===== src/rtl/pad_link_tx.sv =====
// pad_link_tx: frames synchronised left/right/attack plus a 4-bit sequence number
// as start, 7 data bits LSB first, even parity, stop and an idle-high gap on one line.
module pad_link_tx #(
  parameter int CLK_DIV  = 434,
  parameter int GAP_BITS = 2
) (
  input  logic       clk,
  input  logic       rst_n,
  input  logic       left,
  input  logic       right,
  input  logic       attack,
  input  logic       send_en,
  output logic       tx,
  output logic       tx_busy,
  output logic [3:0] seq
);
  typedef enum logic [2:0] {IDLE, START, DATA, PARITY, STOP, GAP} state_t;
  state_t      r_state, w_state;
  logic [2:0]  r_s1, r_s2;
  logic [15:0] r_cnt, w_cnt;
  logic [7:0]  r_sr, w_sr;
  logic [2:0]  r_idx, w_idx;
  logic [3:0]  r_gap, w_gap, r_seq, w_seq;
  logic        r_tx, w_tx, r_busy, w_busy, w_tick;
  assign w_tick = (r_state != IDLE) && (r_cnt == 16'(CLK_DIV - 1));
  // r_sr holds {parity, d6..d0}, so the bit after d6 is simply index 7
  always_comb begin
    w_state = r_state;
    w_sr    = r_sr;
    w_idx   = r_idx;
    w_gap   = r_gap;
    w_seq   = r_seq;
    w_tx    = r_tx;
    w_busy  = r_busy;
    w_cnt   = (r_state == IDLE || w_tick) ? 16'd0 : r_cnt + 16'd1;
    case (r_state)
      IDLE: if (send_en) begin
        w_state = START;
        w_tx    = 1'b0;
        w_busy  = 1'b1;
        w_sr    = {^{r_seq, r_s2}, r_seq, r_s2};
      end
      START: if (w_tick) begin
        w_state = DATA;
        w_idx   = 3'd0;
        w_tx    = r_sr[0];
      end
      DATA: if (w_tick) begin
        w_state = (r_idx == 3'd6) ? PARITY : DATA;
        w_idx   = r_idx + 3'd1;
        w_tx    = r_sr[r_idx + 3'd1];
      end
      PARITY: if (w_tick) begin
        w_state = STOP;
        w_tx    = 1'b1;
      end
      STOP: if (w_tick) begin
        w_state = GAP;
        w_gap   = 4'd0;
        w_seq   = r_seq + 4'd1;
      end
      GAP: if (w_tick) begin
        w_gap   = r_gap + 4'd1;
        w_state = (r_gap == 4'(GAP_BITS - 1)) ? IDLE : GAP;
        w_busy  = (r_gap == 4'(GAP_BITS - 1)) ? 1'b0 : r_busy;
      end
      default: w_state = IDLE;
    endcase
  end
  always_ff @(posedge clk or negedge rst_n) begin
    if (!rst_n) begin
      r_state <= IDLE;
      r_s1    <= 3'd0;
      r_s2    <= 3'd0;
      r_cnt   <= 16'd0;
      r_sr    <= 8'd0;
      r_idx   <= 3'd0;
      r_gap   <= 4'd0;
      r_seq   <= 4'd0;
      r_tx    <= 1'b1;
      r_busy  <= 1'b0;
    end else begin
      r_state <= w_state;
      r_s1    <= {attack, right, left};
      r_s2    <= r_s1;
      r_cnt   <= w_cnt;
      r_sr    <= w_sr;
      r_idx   <= w_idx;
      r_gap   <= w_gap;
      r_seq   <= w_seq;
      r_tx    <= w_tx;
      r_busy  <= w_busy;
    end
  end
  assign tx      = r_tx;
  assign tx_busy = r_busy;
  assign seq     = r_seq;
endmodule


===== config.mk =====
export PLATFORM = sky130hd
export DESIGN_NAME = pad_link_tx
export DESIGN_NICKNAME = d
export VERILOG_FILES = /design/src/rtl/pad_link_tx.sv
export SDC_FILE = /design/constraint.sdc
export NUM_CORES = 1
export LEC_CHECK = 0
export BUFFER_PORTS_ARGS = -buffer_cell sky130_fd_sc_hd__clkbuf_2
export CAP_MARGIN = 25
export CORE_MARGIN = 2
export CORE_UTILIZATION = 40
export CTS_CLUSTER_DIAMETER = 40
export DETAILED_ROUTE_END_ITERATION = 10
export GPL_ROUTABILITY_DRIVEN = 0
export SETUP_SLACK_MARGIN = 0.15
export SLEW_MARGIN = 5
export SYNTH_ARGS = -nofsm -noshare
export SYNTH_HDL_FRONTEND = slang
export SYNTH_SLANG_ARGS = --single-unit

===== constraint.sdc =====
create_clock -name clk -period 2.49 [get_ports clk]
set_input_delay 0 -clock clk [delete_from_list [all_inputs] [get_ports clk]]
set_output_delay 0 -clock clk [all_outputs]
set_load 0.03 [all_outputs]

### Yosys cells after proc, flatten, opt, wreduce, memory -nomap -nowiden

Index checks and enable logic that the tools add are counted.

* $add $sub $neg: 4
* $lt $le $gt $ge: 1
* eq/ne operators: 15
* multiplexer cells: 27
* reduce and logical (&&, ||, !) cells: 16

Operator list (number)
* 3-bit two-way mux: 9
* 3-bit case mux with 6 select lines: 1
* 16-bit by 1-bit adder with 16-bit output, second input constant: 1
* 16-bit by 9-bit equality test with 1-bit output, second input constant: 1
* 16-bit two-way mux: 1
* 2-bit != test, second input constant: 7
* 3-bit equality test, second input constant: 3
* 1-bit two-way mux: 9
* 4-bit by 1-bit adder with 4-bit output, second input constant: 2
* 4-bit two-way mux: 2
* 4-bit case mux with 2 select lines: 1
* 7-bit XOR reduction: 1
* 3-bit by 2-bit equality test with 1-bit output, second input constant: 2
* 3-bit case mux with 2 select lines: 1
* 3-bit AND reduction: 2
* 6-bit AND reduction: 1
* 2-bit nonzero test: 3
* 5-bit AND reduction: 1
* 4-bit by 1-bit equality test with 1-bit output, second input constant: 1
* 3-bit by 4-bit < comparator with 1-bit output, second input constant: 1
* 1-bit case mux with 4 select lines: 1
* 2-bit AND reduction: 2
* 4-bit AND reduction: 1
* 4-bit nonzero test: 1
* other kinds (8): 8

* bits in registers: 46
* bits of input ports: 6
* output and inout port bits: 6
* logic and storage cells: 73

### Logic depth before layout (Yosys ltp)

Gate-level depths: netlist (run 1).

* word-level depth: 5
* mapped depth: 8
* mapped depth without buffers: 6

### Worst setup path before layout (run 1)

OpenSTA, ideal clock, no wires.

* kind: register to register
* start point: register r_cnt[1]
* end point: register r_seq[1] (netlist: seq[1])
* setup time: 0.128 ns
* arrival: 1.574 ns
* required time: 2.362 ns
* setup slack: 0.789 ns
* stages on the path, launching flop included: 8
* buffers on the path: 1
* clock period less this slack: 1.701 ns
* cells stage by stage: dfrtp_1 -> inv_1 -> ha_1 -> nor3b_1 -> nand4_1 -> buf_4 -> nor3_4 -> mux2_1

* cells in the longest elaborated chain, start to end: 3

RTL lines
* start: declaration: line 20 `logic [15:0] r_cnt, w_cnt;`
* start signal: assignment: line 86 `r_cnt <= w_cnt;`
* 16-bit by 9-bit equality test with 1-bit output: line 25 `assign w_tick = (r_state != IDLE) && (r_cnt == 16'(CLK_DIV - 1));`
* 1-bit logical AND: line 25
* 2-bit AND reduction (no line)
* end signal: assignment: line 90 `r_seq <= w_seq;`
* end: declaration: line 23 `logic [3:0] r_gap, w_gap, r_seq, w_seq;`

Every way passes these cells.
A chain may end at the register's enable or synchronous reset.

### Worst setup path in the final report (run 1)

Ends and elaborated chain as after synthesis.

==> key figures, run 1 <==
Outcome
  • Status: finished clean

Power
  • Sw frac: 0.278
  • Clock power frac: 0.348
  • Int Pwr: approximately 1400 µW
  • Pwr per Cell Area: 718 nW/µm²
  • Max VDD drop: 0.515 mV
  • Leakage: 0.00115 µW
  • Register share of total power: 0.484
  • Switching power: 528 µW
  • Comb power frac: 0.168

Clock tree
  • CTS buffer count: 5
  • Worst-path clk slew: 90 ps
  • # resized after CTS: 0
  • Clock sinks: 46
  • Worst skew pair latency: 300 ps
  • Max Root-Sink Buffers: 2
  • H-tree Lvls: 2
  • Cts hold-fix bufs: 4
  • CTS tree: yes
  • CTS root buffer: clkbuf_8
  • Setup bufs post-CTS: 0

Worst setup path
  • WS Path Type: flip-flop to flip-flop
  • Reg2reg path depth: 7
  • CP Launch Type: flip-flop
  • CP max FO: 6
  • Crit. End Element: flip-flop
  • R2R Setup Slk: 620 ps
  • Data required, critical path: 2680 ps
  • Critical Path AT: 2060 ps

Drt
  • Routed len/inst: 13.9 µm
  • Initial drt markers: 118
  • Post-route ant nets: 0
  • Pre-Repair DR Iteration Count: 4
  • Drt drc: 0
  • Via density: 5.25
  • Total number of vias: 1601
  • Routed WL: about 4.2 mm

STA
  • Slew HR: 0.586
  • Final hold violation count: 0
  • Final setup violation count: 0
  • Max-slew violation count: 0
  • Final period util: 0.751
  • Clock skew: 4.84 ps
  • Max frequency: 0.534 GHz
  • Worst-margin pin slew: 621 ps
  • Min cycle time layout: 1870 ps
  • Setup tns final: 0 ps
  • RSZ-0062 raised after global routing: false

Global routing
  • Total GRT Usage: 0.152
  • GRT overflow: 0
  • First-pass GRT wire length: 7.49 mm
  • Largest net degree at the start of global routing: 47
  • Initial antenna violation count: 0
  • Vias in the first global route: 1565

Placed design
  • Detailed Place HPWL: approximately 3 mm
  • Dpl cells: 293
  • I/O Buffers: 11

Floorplanning
  • Initial core utilization: 0.419
  • Core area: roughly 5500 µm²
  • Die Area: 6430 µm²
  • Die H: 80.2 µm
  • I/O Pins: 12
  • Die X: 80.2 µm
  • Rows: 27

Synthesis
  • Synth top area cells: dfrtp_1, xnor2_1, ha_1
  • Synth warn: 0
  • Mean Syn Cell Area: 10.8 µm²
  • Yosys cell types: 48
  • Flops & latches, synth: 46
  • Leading area contributor after synthesis: dfrtp_1
  • Synth top area share: 0.485
  • Syn_nets: 228
  • Post-synth EDFFs: 0
  • Synth Flop Type: dfrtp_1
  • Sequential fraction of the synthesis area: 0.496
  • Post-synth ARST share: 1.00
  • Synthesized cell area: 2320 µm²
  • Synth Instances: between 200 and 250

Final layout
  • Post-Layout Cell Count: 305
  • Synthesis-to-layout area growth: 14.0%
  • FILL cells: 519
  • Sequential cell area: 1150 µm²
  • Diodes inserted: 0
  • Share of layout cells above drive strength 1: 0.155
  • Nets: 246
  • Multi-input gate area: 1100 µm²

Worst hold path
  • Hold Path Class: input port to flip-flop
  • Worst hold path depth: 4

Flow run
  • Max-cap violation count: 0
==> power groups by stage <==
stage	Clock, µW	Combinational, µW	Sequential [µW]
finish	661	320	918
floorplan	0	269	874
global route	713	368	933
global placement	0	295	930
detailed placement	0	320	934
CTS	685	326	920
==> final cells by class <==
cell class,instances,share of cell area
tap,72,0.0340
multi-input combinational,150,0.414
clock inverter,3,0.0260
timing repair buffer,20,0.0515
inverter,9,0.0128
sequential,46,0.435
clock buffer,5,0.0260
==> cell usage in the layout, fill, tap and decap left out, types with 2 or more instances in the layout <==
cell type / netlist / final
or3_1: 3 / 3
a21oi_1: 3 / 3
mux2_1: 7 / 7
clkbuf_2: 0 / 11
o31ai_2: 1 / 2
inv_1: 9 / 9
o21ai_1: 7 / 7
nand4_1: 6 / 6
nor2_1: 23 / 23
bufinv_16: 0 / 2
xor2_1: 5 / 5
nand3_1: 9 / 9
o31ai_1: 3 / 2
a21boi_0: 2 / 2
nand2_1: 10 / 10
dfrtp_1: 45 / 45
mux2_2: 2 / 2
ha_1: 8 / 8
nand2b_1: 5 / 5
nand3b_1: 2 / 2
clkbuf_8: 0 / 5
o211ai_1: 3 / 3
dlygate4sd3_1: 0 / 4
mux4_2: 2 / 2
buf_4: 1 / 4
nor4_1: 6 / 6
xnor2_1: 18 / 18
nor3_1: 5 / 5
==> stage by stage <==
stage / hold WS (ps) / setup slack, ps / cell area (µm²) / utilization / power, µW
6_report: 125 / 619 / 2650 / 0.478 / 1900
2_1_floorplan: -296 / 789 / 2320 / - / 1140
3_3_place_gp: 108 / 616 / 2460 / 0.444 / 1230
4_1_cts: 121 / 599 / 2650 / 0.478 / 1930
5_1_grt: 150 / 441 / 2650 / 0.478 / 2010
3_5_place_dp: 110 / 629 / 2470 / 0.446 / 1250
==> sequential cells by signal, indices dropped and copies added (netlist names) <==
register and flops:
r_cnt 16, r_s2 3, seq 4, tx_busy 1, r_idx 3, tx 1
r_state 3, r_s1 3, r_sr 8, r_gap 4
==> critical path, cell delays in order, from the launching register on <==
cell and delay [ps]:
dfrtp_1 420, inv_1 70, ha_1 120, nor3b_1 230, nand4_1 180, buf_4 210
nor3_4 180, mux2_1 340
==> metal layers <==
layer  share of wire  vias up  wire [µm]  global-route usage
met5               0        -          0                   0
met4           0.015        0         64              0.0661
met3           0.043        6        181              0.0360
met2            0.44       37       1850               0.216
met1            0.50      766       2130               0.220
li1                -      792          -                   -
==> cell usage after synthesis (all sizes together), types with 3 or more instances <==
cell type and instances:
dfrtp 45, nor2 23, xnor2 18, nand2 10, inv 9, mux2 9
nand3 9, ha 8, nor4 8, o21ai 8, buf 6, nand4 6
nor3 6, nand2b 5, xor2 5, o31ai 4, a21oi 3, clkbuf 3
o211ai 3, or3 3
==> final timing paths <==
path,to,startpoint
worst max-delay path,seq[1],r_cnt[1]
worst min-delay path,r_state[0],send_en
worst max register to register,seq[1],r_cnt[1]
worst min register to register,r_s2[1],r_s1[1]
max in group asynchronous,r_cnt[6],rst_n
min in group asynchronous,r_gap[1],rst_n
==> kinds of logic after synthesis <==
family                   Yosys count  synth area share
AO/OA/AOI/OAI                     28            0.0846
XOR/XNOR                          23            0.0868
adder cells (fa/ha/maj)            8            0.0431
buffers and inverters             18            0.0361
flip-flops                        46             0.496
multiplexers                      11            0.0631
AND/OR/NAND/NOR                   80             0.190
Power figures use the tool's default switching activity.
==> run 2, diff against run 1 <==
==> constraint.sdc (replaced) <==
create_clock -name clk -period 1.9 [get_ports clk]
set_input_delay 0 -clock clk [delete_from_list [all_inputs] [get_ports clk]]
set_output_delay 0 -clock clk [all_outputs]
set_load 0.03 [all_outputs]
==> run 2 against run 1 <==
  * First-iteration DRC count is 25% lower
  * Wire length is 15% higher
  * Critical endpoint is now r_idx[0]
  * Register-to-register slack worse by 560 ps
  * Combinational power is 83% higher
  * Maximum frequency is 1.8% higher
  * Total power is 32% higher
  * Clock skew is 2.8 ps higher
  * Largest power group unchanged
  * Clock-buffer cell count stayed put
  * Final cell count is 5.9% higher
==> key figures, run 2 (synthesized netlist as in run 1, its figures left out) <==
Floorplanning
  • I/O Pins: 12
  • Rows: 27
  • Core area: roughly 5500 µm²
  • Die Area: 6430 µm²
  • Initial core utilization: 0.419
  • Die H: roughly 80 µm
  • Die X: between 80 and 90 µm

Worst setup path
  • Worst r2r src: r_cnt[1]
  • Crit. Startpoint: r_cnt[1]
  • CP Launch Type: flip-flop
  • R2R Setup Slk: 60 ps
  • WS Path Type: flip-flop to flip-flop
  • Largest stage delay, worst path: 470 ps
  • Crit-path slowest cell: or3_4
  • Critical Path AT: 2030 ps
  • CP max FO: 3
  • Cells along the critical path: inv_2 -> ha_4 -> nor3b_4 -> nand4_1 -> or3_4 -> a211o_1
  • Crit. End Element: flip-flop
  • Crit path buf inv count: 1
  • Data required, critical path: about 2100 ps
  • Top Family by Delay on Critical Path: simple AND/OR/NAND/NOR gates

Power
  • Switching power: approximately 760 µW
  • Register share of total power: 0.470
  • Leakage: 0.00128 µW
  • Int Pwr: 1740 µW
  • Max VDD drop: around 0.42 mV
  • Comb power frac: 0.234
  • Final total power: approximately 2500 µW
  • Pwr per Cell Area: 865 nW/µm²
  • Clock power frac: 0.296
  • Sw frac: 0.305

STA
  • RSZ-0062 raised after global routing: true
  • Slew HR: 0.609
  • Clock skew: 7.64 ps
  • Final period util: 0.968
  • Max-slew violation count: 0
  • Setup slack after layout: about 62 ps
  • Final hold violation count: 0
  • Final setup violation count: 0
  • Min cycle time layout: 1840 ps
  • Worst-margin pin slew: between 500 and 600 ps
  • Max frequency: 0.544 GHz

Drt
  • Routed WL: roughly 5 mm
  • Post-route ant nets: 0
  • Met2 routed WL: 2.41 mm
  • Via density: 5.32
  • Max Used Layer: met4
  • Drt drc: 0
  • Routed len/inst: 15.1 µm
  • WL met3: 174 µm
  • Total number of vias: 1717
  • Initial drt markers: 89
  • Met1 WL: 2.23 mm
  • Pre-Repair DR Iteration Count: 4

Outcome
  • Status: finished clean

Clock tree
  • CTS tree: yes
  • Max Root-Sink Buffers: 2
  • CTS buffer count: 5
  • Worst-path clk slew: roughly 90 ps
  • Clock sinks: between 40 and 50
  • CTS root buffer: clkbuf_8
  • Worst skew pair latency: 300 ps
  • H-tree Lvls: 2

Global routing
  • GRT overflow: 0
  • Vias in the first global route: ~1700
  • First-pass GRT wire length: a little over 8 mm
  • Total GRT Usage: 0.164
  • Largest net degree at the start of global routing: 23
  • Initial antenna violation count: 0

Final layout
  • Biggest register: r_cnt
  • Commonest non-fill, non-tap cell in the layout: dfrtp_1
  • Final Util: 0.522
  • Diodes inserted: 0
  • Largest regs: r_cnt (16), r_sr (8)
  • Most frequent cells in the layout: dfrtp_1, nor2_1, buf_4, xnor2_1, clkbuf_2
  • Share of layout cells above drive strength 1: 0.287
  • Synthesis-to-layout area growth: 24.7%
  • Post-Layout Cell Count: 323
  • Nets: around 260
  • Max reg flops: 16
  • Post-Layout Inst Area: 2890 µm²

Worst hold path
  • Hold Path Class: input port to flip-flop
  • HP Start: send_en

Placed design
  • Detailed Place HPWL: 3.27 mm
  • DP Area: 2570 µm²
  • I/O Buffers: 11
  • Dpl cells: 307
  • DP Worst Slack: 50.3 ps

Flow run
  • Max-cap violation count: 0
-- run 2: changes by cell type in the layout (fill, tap and decap cells not counted), sizes merged --
cell / delta
buf: +18
clkinvlp: +2
bufinv: -1
clkinv: -1
-- run 2: layout make-up --
cell class / count / area [µm²]
well taps: 72 / 90.1
multi-input cells: 150 / 1220
fillers: 533 / 2650
clock inverters: 3 / 45.0
inverters: 9 / 33.8
flip-flops and latches: 46 / 1150
repair buffers: 38 / 283
clock buffers: 5 / 68.8
-- run 2: stage by stage --
stage / hold slack, ps / setup TNS, ps
2_1_floorplan: -296 / 0
3_3_place_gp: 24.3 / 0
3_5_place_dp: 22.4 / 0
4_1_cts: 115 / 0
5_1_grt: 155 / -29.0
6_report: 124 / 0
-- run 2: tightest hold or removal path: cells and delay by family --
kind            cells  cell delay [ps]
compound gates      2              250
buf+inv             1               90
simple gates        1               40
-- run 2: layer usage --
| layer | vias up | track usage |
|---|---|---|
| met4 | 0 | 0.0644 |
| met2 | 33 | 0.260 |
| met3 | 6 | 0.0348 |
| li1 | 820 | - |
| met1 | 858 | 0.219 |
| met5 | - | 0 |
-- run 2: worst paths after layout --
check | to | depth (start not counted)
worst min-delay path | r_state[0] | 4
worst max register to register | r_idx[0] | 6
max in group asynchronous | r_cnt[9] | 3
worst min register to register | r_s2[0] | 0
worst max-delay path | r_idx[0] | 6
min in group asynchronous | r_gap[2] | 2
-- run 2: power by group through the flow --
| stage | clock (µW) | combinational [µW] | sequential [µW] |
|---|---|---|---|
| 2_1_floorplan | 0 | 352 | 1150 |
| 3_3_place_gp | 0 | 500 | 1180 |
| 3_5_place_dp | 0 | 528 | 1180 |
| 4_1_cts | 755 | 543 | 1160 |
| 5_1_grt | 797 | 660 | 1190 |
| 6_report | 740 | 587 | 1180 |
-- run 2: what timing repair did --
item / in CTS / in global routing
hold endpoints to repair: 22 / 0
pin swaps: 1 / 8
setup endpoints to repair: 7 / 17
hold buffers: 4 / 0
gates resized for setup: 4 / 25
buffers inserted: 2 / 2
